===== src/rtl/poly_eval_pkg.sv =====
// Shared constants for the Horner polynomial evaluator: FSM state encoding.
package poly_eval_pkg;

  localparam int STATE_W = 2;

  localparam logic [STATE_W-1:0] S_LOAD      = 2'd0;
  localparam logic [STATE_W-1:0] S_LOAD_WAIT = 2'd1;
  localparam logic [STATE_W-1:0] S_COMPUTE   = 2'd2;
  localparam logic [STATE_W-1:0] S_DONE      = 2'd3;

endpackage


===== src/rtl/poly_eval_horner_mac.sv =====
// One Horner step: acc*x + c at full precision, truncated result plus an
// overflow flag for any bit at or above WIDTH.
module poly_mac #(
  parameter int WIDTH = 8
) (
  input  logic [WIDTH-1:0] i_acc,
  input  logic [WIDTH-1:0] i_x,
  input  logic [WIDTH-1:0] i_c,
  output logic [WIDTH-1:0] o_sum,
  output logic             o_ovf
);

  logic [2*WIDTH-1:0] w_prod;
  logic [2*WIDTH:0]   w_full;

  // Operands are widened before the multiply so no product bits are lost.
  assign w_prod = {{WIDTH{1'b0}}, i_acc} * {{WIDTH{1'b0}}, i_x};
  assign w_full = {1'b0, w_prod} + {{(WIDTH+1){1'b0}}, i_c};

  assign o_sum = w_full[WIDTH-1:0];
  assign o_ovf = |w_full[2*WIDTH:WIDTH];

endmodule


===== src/rtl/poly_eval_horner.sv =====
// Serial-load polynomial evaluator: coefficients (highest power first) then x
// are captured under go press/release, then one Horner MAC per clock.
module poly_eval_horner
  import poly_eval_pkg::*;
#(
  parameter int WIDTH  = 8,
  parameter int DEGREE = 2,
  parameter int IDX_W  = $clog2(DEGREE + 2)
) (
  input  logic             clk,
  input  logic             resetn,
  input  logic             i_go,
  input  logic             i_keep_coef,
  input  logic [WIDTH-1:0] i_data_in,
  output logic [IDX_W-1:0] o_load_idx,
  output logic             o_busy,
  output logic             o_done,
  output logic [WIDTH-1:0] o_result,
  output logic             o_overflow
);

  if (DEGREE < 1) begin : g_bad_degree
    $error("poly_eval_horner: DEGREE must be at least 1");
  end

  localparam logic [IDX_W-1:0] LAST_IDX = IDX_W'(DEGREE + 1);
  localparam logic [IDX_W-1:0] DEG_IDX  = IDX_W'(DEGREE);
  localparam logic [IDX_W-1:0] STEP0    = IDX_W'(DEGREE - 1);

  // Item file in load order: [0] = c[DEGREE] ... [DEGREE] = c[0], [DEGREE+1] = x.
  logic [WIDTH-1:0]   r_item [0:DEGREE+1];
  logic [STATE_W-1:0] r_state;
  logic [IDX_W-1:0]   r_load_idx;
  logic [IDX_W-1:0]   r_step;
  logic [WIDTH-1:0]   r_acc;
  logic [WIDTH-1:0]   r_result;
  logic               r_overflow;
  logic               r_ovf_run;

  logic [IDX_W-1:0]   w_rd_idx;
  logic [WIDTH-1:0]   w_sum;
  logic               w_ovf;

  // c[step] lives at load position DEGREE-step.
  assign w_rd_idx = DEG_IDX - r_step;

  poly_mac #(.WIDTH(WIDTH)) u_mac (
    .i_acc (r_acc),
    .i_x   (r_item[DEGREE+1]),
    .i_c   (r_item[w_rd_idx]),
    .o_sum (w_sum),
    .o_ovf (w_ovf)
  );

  // NOTE: all state below is updated with non-blocking assignments so every
  // register samples pre-edge values regardless of statement order.
  always_ff @(posedge clk) begin
    if (!resetn) begin
      r_state    <= S_LOAD;
      r_load_idx <= '0;
      r_step     <= '0;
      r_acc      <= '0;
      r_result   <= '0;
      r_overflow <= 1'b0;
      r_ovf_run  <= 1'b0;
      // NOTE: the item file is a handful of flops that must read as zero after
      // reset, so it is cleared explicitly rather than left to power-up.
      for (int i = 0; i <= DEGREE + 1; i++) r_item[i] <= '0;
    end else begin
      case (r_state)
        S_LOAD: begin
          r_item[r_load_idx] <= i_data_in;
          if (i_go) r_state <= S_LOAD_WAIT;
        end
        S_LOAD_WAIT: begin
          if (!i_go) begin
            if (r_load_idx == LAST_IDX) begin
              r_state   <= S_COMPUTE;
              r_acc     <= r_item[0];
              r_step    <= STEP0;
              r_ovf_run <= 1'b0;
            end else begin
              r_load_idx <= r_load_idx + 1'b1;
              r_state    <= S_LOAD;
            end
          end
        end
        S_COMPUTE: begin
          r_acc <= w_sum;
          if (w_ovf) r_ovf_run <= 1'b1;
          if (r_step == '0) r_state <= S_DONE;
          else              r_step  <= r_step - 1'b1;
        end
        S_DONE: begin
          r_result   <= r_acc;
          r_overflow <= r_ovf_run;
          r_load_idx <= i_keep_coef ? LAST_IDX : '0;
          r_state    <= S_LOAD;
        end
        default: r_state <= S_LOAD;
      endcase
    end
  end

  assign o_load_idx = r_load_idx;
  assign o_busy     = (r_state == S_COMPUTE) || (r_state == S_DONE);
  assign o_done     = (r_state == S_DONE);
  assign o_result   = r_result;
  assign o_overflow = r_overflow;

endmodule


===== config.mk =====
export PLATFORM = sky130hd
export DESIGN_NAME = poly_eval_horner
export DESIGN_NICKNAME = d
export VERILOG_FILES = /design/src/rtl/poly_eval_pkg.sv /design/src/rtl/poly_eval_horner_mac.sv /design/src/rtl/poly_eval_horner.sv
export SDC_FILE = /design/constraint.sdc
export NUM_CORES = 1
export LEC_CHECK = 0
export CAP_MARGIN = 20
export CORE_ASPECT_RATIO = 1.75
export CORE_MARGIN = 2
export CORE_UTILIZATION = 50
export CTS_BUF_LIST = sky130_fd_sc_hd__clkbuf_2 sky130_fd_sc_hd__clkbuf_4 sky130_fd_sc_hd__clkbuf_8
export CTS_CLUSTER_DIAMETER = 30
export DETAILED_ROUTE_END_ITERATION = 10
export PLACE_DENSITY_LB_ADDON = 0.05
export SKIP_CTS_REPAIR_TIMING = 1
export SLEW_MARGIN = 25
export SYNTH_ARGS = -nofsm -noshare
export SYNTH_HDL_FRONTEND = slang
export SYNTH_HIERARCHICAL = 1
export SYNTH_SLANG_ARGS = --single-unit
export TNS_END_PERCENT = 20

===== constraint.sdc =====
create_clock -name clk -period 11.85 [get_ports clk]
set_clock_uncertainty 0.1 [all_clocks]
set_input_delay 1.7775 -clock clk [delete_from_list [all_inputs] [get_ports clk]]
set_output_delay 1.7775 -clock clk [all_outputs]
set_load 0.005 [all_outputs]

==> load_flow_metrics.sql, run 1 <==
INSERT INTO impl_metrics (metric_group, metric, value, unit) VALUES
('synth', 'post_syn_nets', '598', ''),
('critical_path', 'cp_common_cell', 'sky130_fd_sc_hd__fa_1', ''),
('clocking', 'cts_max_level', '2', ''),
('critical_path', 'crit_path_max_fanout', '11', ''),
('clocking', 'worst_skew_pair.late_latency', '0.32', 'ns'),
('timing', 'postLayoutSetupSlackWorst', '5.79', 'ns'),
('cells_and_area', 'layout.cell_area.non_filler', '5320', 'µm²'),
('synth', 'mean_cell_area_of_the_mapped_netlist', '9.86', 'µm²'),
('hold_path', 'hold_class', 'reg2reg', ''),
('timing', 'setup-tns-final', '0', 'ns'),
('synth', 'netlist.top_cell.by_area', 'sky130_fd_sc_hd__edfxtp_1', ''),
('cells_and_area', 'stdcell_count', '640', ''),
('critical_path', 'cp_slowest_stage_delay', '0.70', 'ns'),
('placement', 'sum_of_net_half_perimeters_after_detailed_placement', '8.85', 'mm'),
('timing', 'finalHoldViolations', '0', ''),
('synth', 'yosys_warnings', '6', ''),
('floorplanning', 'fp.dieW', '79.1', 'µm'),
('pwr', 'p_per_area', '69.7', 'nW/µm²'),
('timing', 'setup-violations-final', '0', ''),
('cells_and_area', 'final_common_cell', 'sky130_fd_sc_hd__inv_1', ''),
('detailed_routing', 'drt.antenna.violating_nets', '0', ''),
('timing', 'finalCritPeriodShare', '0.511', ''),
('detailed_routing', 'initialDrtViolationCount', '117', ''),
('run', 'cap_viol_max_count', '0', ''),
('synth', 'synth_edf_count', '32', ''),
('critical_path', 'worstPathBufferInverterCount', '3', ''),
('detailed_routing', 'vias_per_cell', '5.34', ''),
('critical_path', 'end_kind', 'register', ''),
('cells_and_area', 'area_growth_syn_to_layout', '7.79', '%'),
('critical_path', 'worst_setup_path_type', 'reg2reg', ''),
('placement', 'numPortBuffers', '24', ''),
('placement', 'place.detailed.instances', '632', ''),
('critical_path', 'worst-r2r-setup-slack', '5.79', 'ns'),
('synth', 'share_of_yosys_cell_area_claimed_by_the_top_area_cell_type', '0.195', ''),
('global_routing', 'grt_antenna_before_repair', '0', ''),
('placement', 'gp_congestion', '0.821', ''),
('pwr', 'peakVddDrop', '0.110', 'mV'),
('timing', 'tightest_slew', '0.712', 'ns'),
('critical_path', 'critical_path.slowest_cell', 'sky130_fd_sc_hd__dfxtp_1', ''),
('timing', 'rsz0062_at_grt', 'no', ''),
('clocking', 'max-clock-path-buffers', '2', ''),
('clocking', 'clock_tree.root_cell', 'sky130_fd_sc_hd__clkbuf_8', ''),
('clocking', 'cts-buffers-inserted', '5', ''),
('synth', 'synth-main-ff-cell', 'sky130_fd_sc_hd__edfxtp_1', ''),
('detailed_routing', 'finalWirelength', '10.8', 'mm'),
('cells_and_area', 'drive_gt1_frac', '0.0602', ''),
('clocking', 'worst_setup_hold_path_clk_slew', '0.10', 'ns'),
('timing', 'hold_ws', '0.362', 'ns'),
('global_routing', 'first_global_vias', '3602', ''),
('timing', 'final.min_clock_period', '6.06', 'ns'),
('synth', 'mappedNetlistArea', '4930', 'µm²'),
('status', 'run_status', 'completed', ''),
('placement', 'detailedPlace.worstSlack', '5.75', 'ns'),
('critical_path', 'critical_path_required', '11.96', 'ns'),
('global_routing', 'grt_first_pass_wirelength', '17.7', 'mm'),
('clocking', 'clock_tree_from_tritoncts', 'done', ''),
('synth', 'synth_cells', '500', ''),
('cells_and_area', 'num_antenna_cells', '0', ''),
('synth', 'synth_seq_area_share', '0.292', ''),
('detailed_routing', 'avgRoutedWirePerCell', '16.8', 'µm'),
('synth', 'synth.top_cells.by_area', 'sky130_fd_sc_hd__edfxtp_1 19%, sky130_fd_sc_hd__fa_1 18%, sky130_fd_sc_hd__ha_1 11%, sky130_fd_sc_hd__dfxtp_1 9.7%, sky130_fd_sc_hd__and2_1 7.0%', ''),
('synth', 'proportion_of_register_bits_with_asynchronous_set_or_reset_after_synthesis', '0', ''),
('cells_and_area', 'finalCoreUtilization', '0.546', ''),
('timing', 'total_count_of_max_transition_violations_in_the_final_report', '0', ''),
('pwr', 'power_leakage', '2.27', 'nW'),
('critical_path', 'cell_chain_critical_path', 'inv_1 -> ha_1 -> mux4_2 -> fa_1 -> inv_1 -> fa_1 -> fa_1 -> fa_1 -> inv_1 -> ha_1 -> a21oi_1 -> a31o_1 -> mux2_2 -> a2111oi_1 -> o2111ai_1 -> a22oi_1 -> nor2_1', ''),
('pwr', 'design_power_total', '0.371', 'mW'),
('critical_path', 'cpLargestDelayFamily', 'adder cells', ''),
('timing', 'clock.fmax', '0.165', 'GHz'),
('floorplanning', 'die_area', '10700', 'µm²'),
('clocking', 'cts.sinks', '56', '');
==> kinds of logic after synthesis <==
kind of cell	Yosys count	synth area share
adder cells (fa/ha/maj)	86	0.285
flip-flops	56	0.292
XOR/XNOR	5	0.00888
AND/OR/NAND/NOR	171	0.184
AO/OA/AOI/OAI	72	0.102
multiplexers	11	0.0439
buffers and inverters	99	0.0845
==> path summary, 6_finish.rpt <==
| kind | end | start | depth (start not counted) |
|---|---|---|---|
| max | r_ovf_run | r_step[0] | 17 |
| min | o_result[6] | o_result[6] | 2 |
| max reg2reg | r_ovf_run | r_step[0] | 17 |
| min reg2reg | o_result[6] | o_result[6] | 2 |
==> layout make-up <==
cell class                      instances  area [µm²]
Fill cell                             936        4410
Inverter                               81         304
Timing Repair Buffer                   25         248
Tap cell                              125         156
Sequential cell                        56        1440
Clock inverter                          2        10.0
Clock buffer                            6        82.6
Multi-Input combinational cell        345        3070
==> power by group <==
group / switching (mW) / internal, mW / total (mW)
clock network: 0.0638 / 0.0468 / 0.111
logic: 0.0190 / 0.0164 / 0.0354
registers: 0.00971 / 0.215 / 0.225
==> state kept, by name, summed over array words and instances, names as in the netlist, named ones only <==
register    flops
o_load_idx      2
o_result        8
r_ovf_run       1
o_overflow      1
r_state         1
r_item         32
r_step          2
r_acc           8
==> worst reg2reg max path: stages, from the launching register on <==
cell and delay (ns):
sky130_fd_sc_hd__dfxtp_1 0.70, sky130_fd_sc_hd__inv_1 0.10, sky130_fd_sc_hd__ha_1 0.51, sky130_fd_sc_hd__mux4_2 0.40
sky130_fd_sc_hd__fa_1 0.54, sky130_fd_sc_hd__inv_1 0.05, sky130_fd_sc_hd__fa_1 0.49, sky130_fd_sc_hd__fa_1 0.51
sky130_fd_sc_hd__fa_1 0.49, sky130_fd_sc_hd__inv_1 0.04, sky130_fd_sc_hd__ha_1 0.35, sky130_fd_sc_hd__a21oi_1 0.27
sky130_fd_sc_hd__a31o_1 0.27, sky130_fd_sc_hd__mux2_2 0.35, sky130_fd_sc_hd__a2111oi_1 0.29, sky130_fd_sc_hd__o2111ai_1 0.21
sky130_fd_sc_hd__a22oi_1 0.21, sky130_fd_sc_hd__nor2_1 0.06
==> Yosys cell counts (all sizes together) (6+ instances only) <==
cell type and instances:
a21oi 28, and2 55, buf 10, clkbuf 8, dfxtp 24, edfxtp 32
fa 44, ha 42, inv 81, mux4 8, nand2 70, nand2b 8
nand4 6, nor2 12, o21ai 12, o221ai 8
==> metal layers <==
| metal | vias up | wire (µm) | share of wire | global-route usage |
|---|---|---|---|---|
| li1 | 1678 | - | - | - |
| met1 | 1675 | 4010 | 0.37 | 0.219 |
| met2 | 47 | 6350 | 0.59 | 0.436 |
| met3 | 17 | 208 | 0.019 | 0.0227 |
| met4 | 0 | 211 | 0.020 | 0.0833 |
| met5 | - | 0 | 0 | 0 |
Note: power is estimated with default switching activity, not from simulation.
==> run 2, diff against run 1 <==
- clock period: 11.85 -> 5.6 ns (I/O delays scaled with it)
==> load_flow_metrics.sql, run 2 (synthesis gave the netlist of run 1 again) <==
INSERT INTO impl_metrics (metric_group, metric, value, unit) VALUES
('status', 'run_status', 'completed', ''),
('critical_path', 'cp.arrival', '5.49', 'ns'),
('detailed_routing', 'avgRoutedWirePerCell', '16.7', 'µm'),
('detailed_routing', 'first_pass_iters', '4', ''),
('timing', 'final.min_clock_period', '5.39', 'ns'),
('floorplanning', 'fp.dieW', '79.1', 'µm'),
('clocking', 'cts-buffers-inserted', '5', ''),
('global_routing', 'first_global_vias', '3609', ''),
('cells_and_area', 'total_area_of_multi_input_combinational_cells', '3080', 'µm²'),
('detailed_routing', 'vias_per_cell', '5.40', ''),
('clocking', 'clock_tree_from_tritoncts', 'done', ''),
('critical_path', 'cell_chain_critical_path', 'inv_1 -> ha_2 -> mux4_2 -> fa_1 -> inv_1 -> fa_1 -> fa_1 -> fa_1 -> inv_1 -> ha_1 -> nand4_1 -> a31o_1 -> mux2_4 -> a2111oi_4 -> o2111ai_1 -> a22oi_1 -> nor2_1', ''),
('clocking', 'worst_skew_pair.late_latency', '0.32', 'ns'),
('cells_and_area', 'area_growth_syn_to_layout', '8.98', '%'),
('critical_path', 'critical_path_required', '5.70', 'ns'),
('clocking', 'clock_tree.root_cell', 'sky130_fd_sc_hd__clkbuf_8', ''),
('pwr', 'power_leakage', '2.30', 'nW'),
('floorplanning', 'initial_cell_density_of_the_core', '0.507', ''),
('pwr', 'peakVddDrop', '0.211', 'mV'),
('floorplanning', 'core', '9730', 'µm²'),
('detailed_routing', 'drt.antenna.violating_nets', '0', ''),
('critical_path', 'cp_common_cell', 'sky130_fd_sc_hd__fa_1', ''),
('global_routing', 'gr_ovfl_total', '0', ''),
('critical_path', 'startpoint', 'r_step[0]', ''),
('cells_and_area', 'fillers', '947', ''),
('timing', 'rsz0062_at_grt', 'no', ''),
('cells_and_area', 'num_antenna_cells', '0', ''),
('timing', 'total_count_of_max_transition_violations_in_the_final_report', '0', ''),
('clocking', 'max-clock-path-buffers', '2', ''),
('cells_and_area', 'largest_reg_flops', '32', ''),
('pwr', 'p_per_area', '152', 'nW/µm²'),
('critical_path', 'crit_path_max_fanout', '9', ''),
('critical_path', 'end_kind', 'register', ''),
('timing', 'finalHoldViolations', '0', ''),
('floorplanning', 'placementRows', '48', ''),
('floorplanning', 'pin_count', '25', ''),
('timing', 'clock.fmax', '0.185', 'GHz'),
('floorplanning', 'die_height', '135', 'µm'),
('timing', 'setup-violations-final', '0', ''),
('timing', 'finalCritPeriodShare', '0.963', ''),
('placement', 'placement_cell_area', '5260', 'µm²'),
('detailed_routing', 'finalWirelength', '10.8', 'mm'),
('global_routing', 'grt_first_pass_wirelength', '17.4', 'mm'),
('timing', 'tightest_slew', '0.735', 'ns'),
('critical_path', 'worst-r2r-setup-slack', '0.21', 'ns'),
('critical_path', 'worst_setup_path_start_kind', 'register', ''),
('critical_path', 'cp_slowest_stage_delay', '0.55', 'ns'),
('timing', 'setup-tns-final', '0', 'ns'),
('clocking', 'cts_max_level', '2', ''),
('cells_and_area', 'layout.cells.most_common_list', '82 x sky130_fd_sc_hd__inv_1, 70 x sky130_fd_sc_hd__nand2_1, 55 x sky130_fd_sc_hd__and2_1, 44 x sky130_fd_sc_hd__fa_1, 41 x sky130_fd_sc_hd__ha_1', ''),
('floorplanning', 'die_area', '10700', 'µm²'),
('global_routing', 'grt_antenna_before_repair', '0', ''),
('cells_and_area', 'final_net_count', '617', ''),
('critical_path', 'worst_setup_path_type', 'reg2reg', ''),
('timing', 'timing.max_slew.rel_slack', '0.507', ''),
('critical_path', 'critical_path.slowest_cell', 'sky130_fd_sc_hd__fa_1', ''),
('detailed_routing', 'remaining_drc_errors', '0', ''),
('cells_and_area', 'layout.cell_area.non_filler', '5380', 'µm²'),
('placement', 'numPortBuffers', '24', ''),
('run', 'cap_viol_max_count', '0', ''),
('detailed_routing', 'initialDrtViolationCount', '102', ''),
('global_routing', 'grt.total_usage', '0.213', ''),
('cells_and_area', 'final_common_cell', 'sky130_fd_sc_hd__inv_1', ''),
('hold_path', 'hold_class', 'reg2reg', ''),
('critical_path', 'crit_reg_reg_startpoint', 'r_step[0]', ''),
('global_routing', 'grt_max_degree', '19', ''),
('clocking', 'worst_setup_hold_path_clk_slew', '0.10', 'ns'),
('cells_and_area', 'drive_gt1_frac', '0.0712', ''),
('cells_and_area', 'largest_register_by_flop_count', 'r_item', ''),
('clocking', 'cts.sinks', '56', ''),
('placement', 'gp_congestion', '0.843', ''),
('hold_path', 'hold_path.startpoint', 'o_result[0]', ''),
('cells_and_area', 'layout.area.seq', '1440', 'µm²'),
('detailed_routing', 'dr_total_vias', '3485', ''),
('placement', 'sum_of_net_half_perimeters_after_detailed_placement', '8.95', 'mm');
-- run 2: cell count changes in the layout (fill, tap and decap cells not counted), sizes merged --
cell    delta
buf        +5
bufinv     +1
clkinv     -1
inv        +1
clkbuf     -1
-- run 2: path summary, 6_finish.rpt --
kind / cells past startpoint / to
worst max-delay path: 17 / r_ovf_run
worst min-delay path: 2 / o_result[0]
worst max register to register: 17 / r_ovf_run
worst min register to register: 2 / o_result[0]
-- run 2: per-layer routing --
metal | vias to the layer above | wire length, µm | global-route usage
li1 | 1695 | - | -
met1 | 1718 | 3930 | 0.212
met2 | 54 | 6360 | 0.435
met3 | 18 | 208 | 0.0213
met4 | 0 | 285 | 0.0833
met5 | - | 0 | 0
-- run 2: layout make-up --
cell class	instances	share of cell area
multi-input combinational	345	0.573
inverter	81	0.0566
timing repair buffer	30	0.0531
clock inverter	3	0.00722
clock buffer	5	0.0128
tap	125	0.0291
sequential	56	0.268
-- run 2: per-stage QoR --
stage | setup slack (ns) | util | total power, mW | hold WS, ns | std cells
CTS | 0.0693 | 0.552 | 0.821 | 0.366 | 645
finish | 0.206 | 0.552 | 0.815 | 0.363 | 645
global placement | 0.196 | 0.541 | 0.561 | 0.348 | 637
global route | 0.0175 | 0.552 | 0.844 | 0.395 | 645
detailed placement | 0.0780 | 0.541 | 0.563 | 0.352 | 637
floorplan | 0.128 | - | 0.526 | 0.332 | 500
-- run 2: worst max-delay path: cells and delay by family, from the launching register on --
kind | cells | cell delay (ns)
buffers and inverters | 3 | 0.14
multiplexers | 2 | 0.68
adder cells (fa/ha/maj) | 6 | 2.82
AO/OA/AOI/OAI | 4 | 0.95
flip-flops | 1 | 0.34
AND/OR/NAND/NOR | 2 | 0.22
-- run 2: power breakdown --
part | internal (mW) | switching (mW)
Sequential | 0.455 | 0.0195
Clock | 0.131 | 0.133
Combinational | 0.0354 | 0.0416
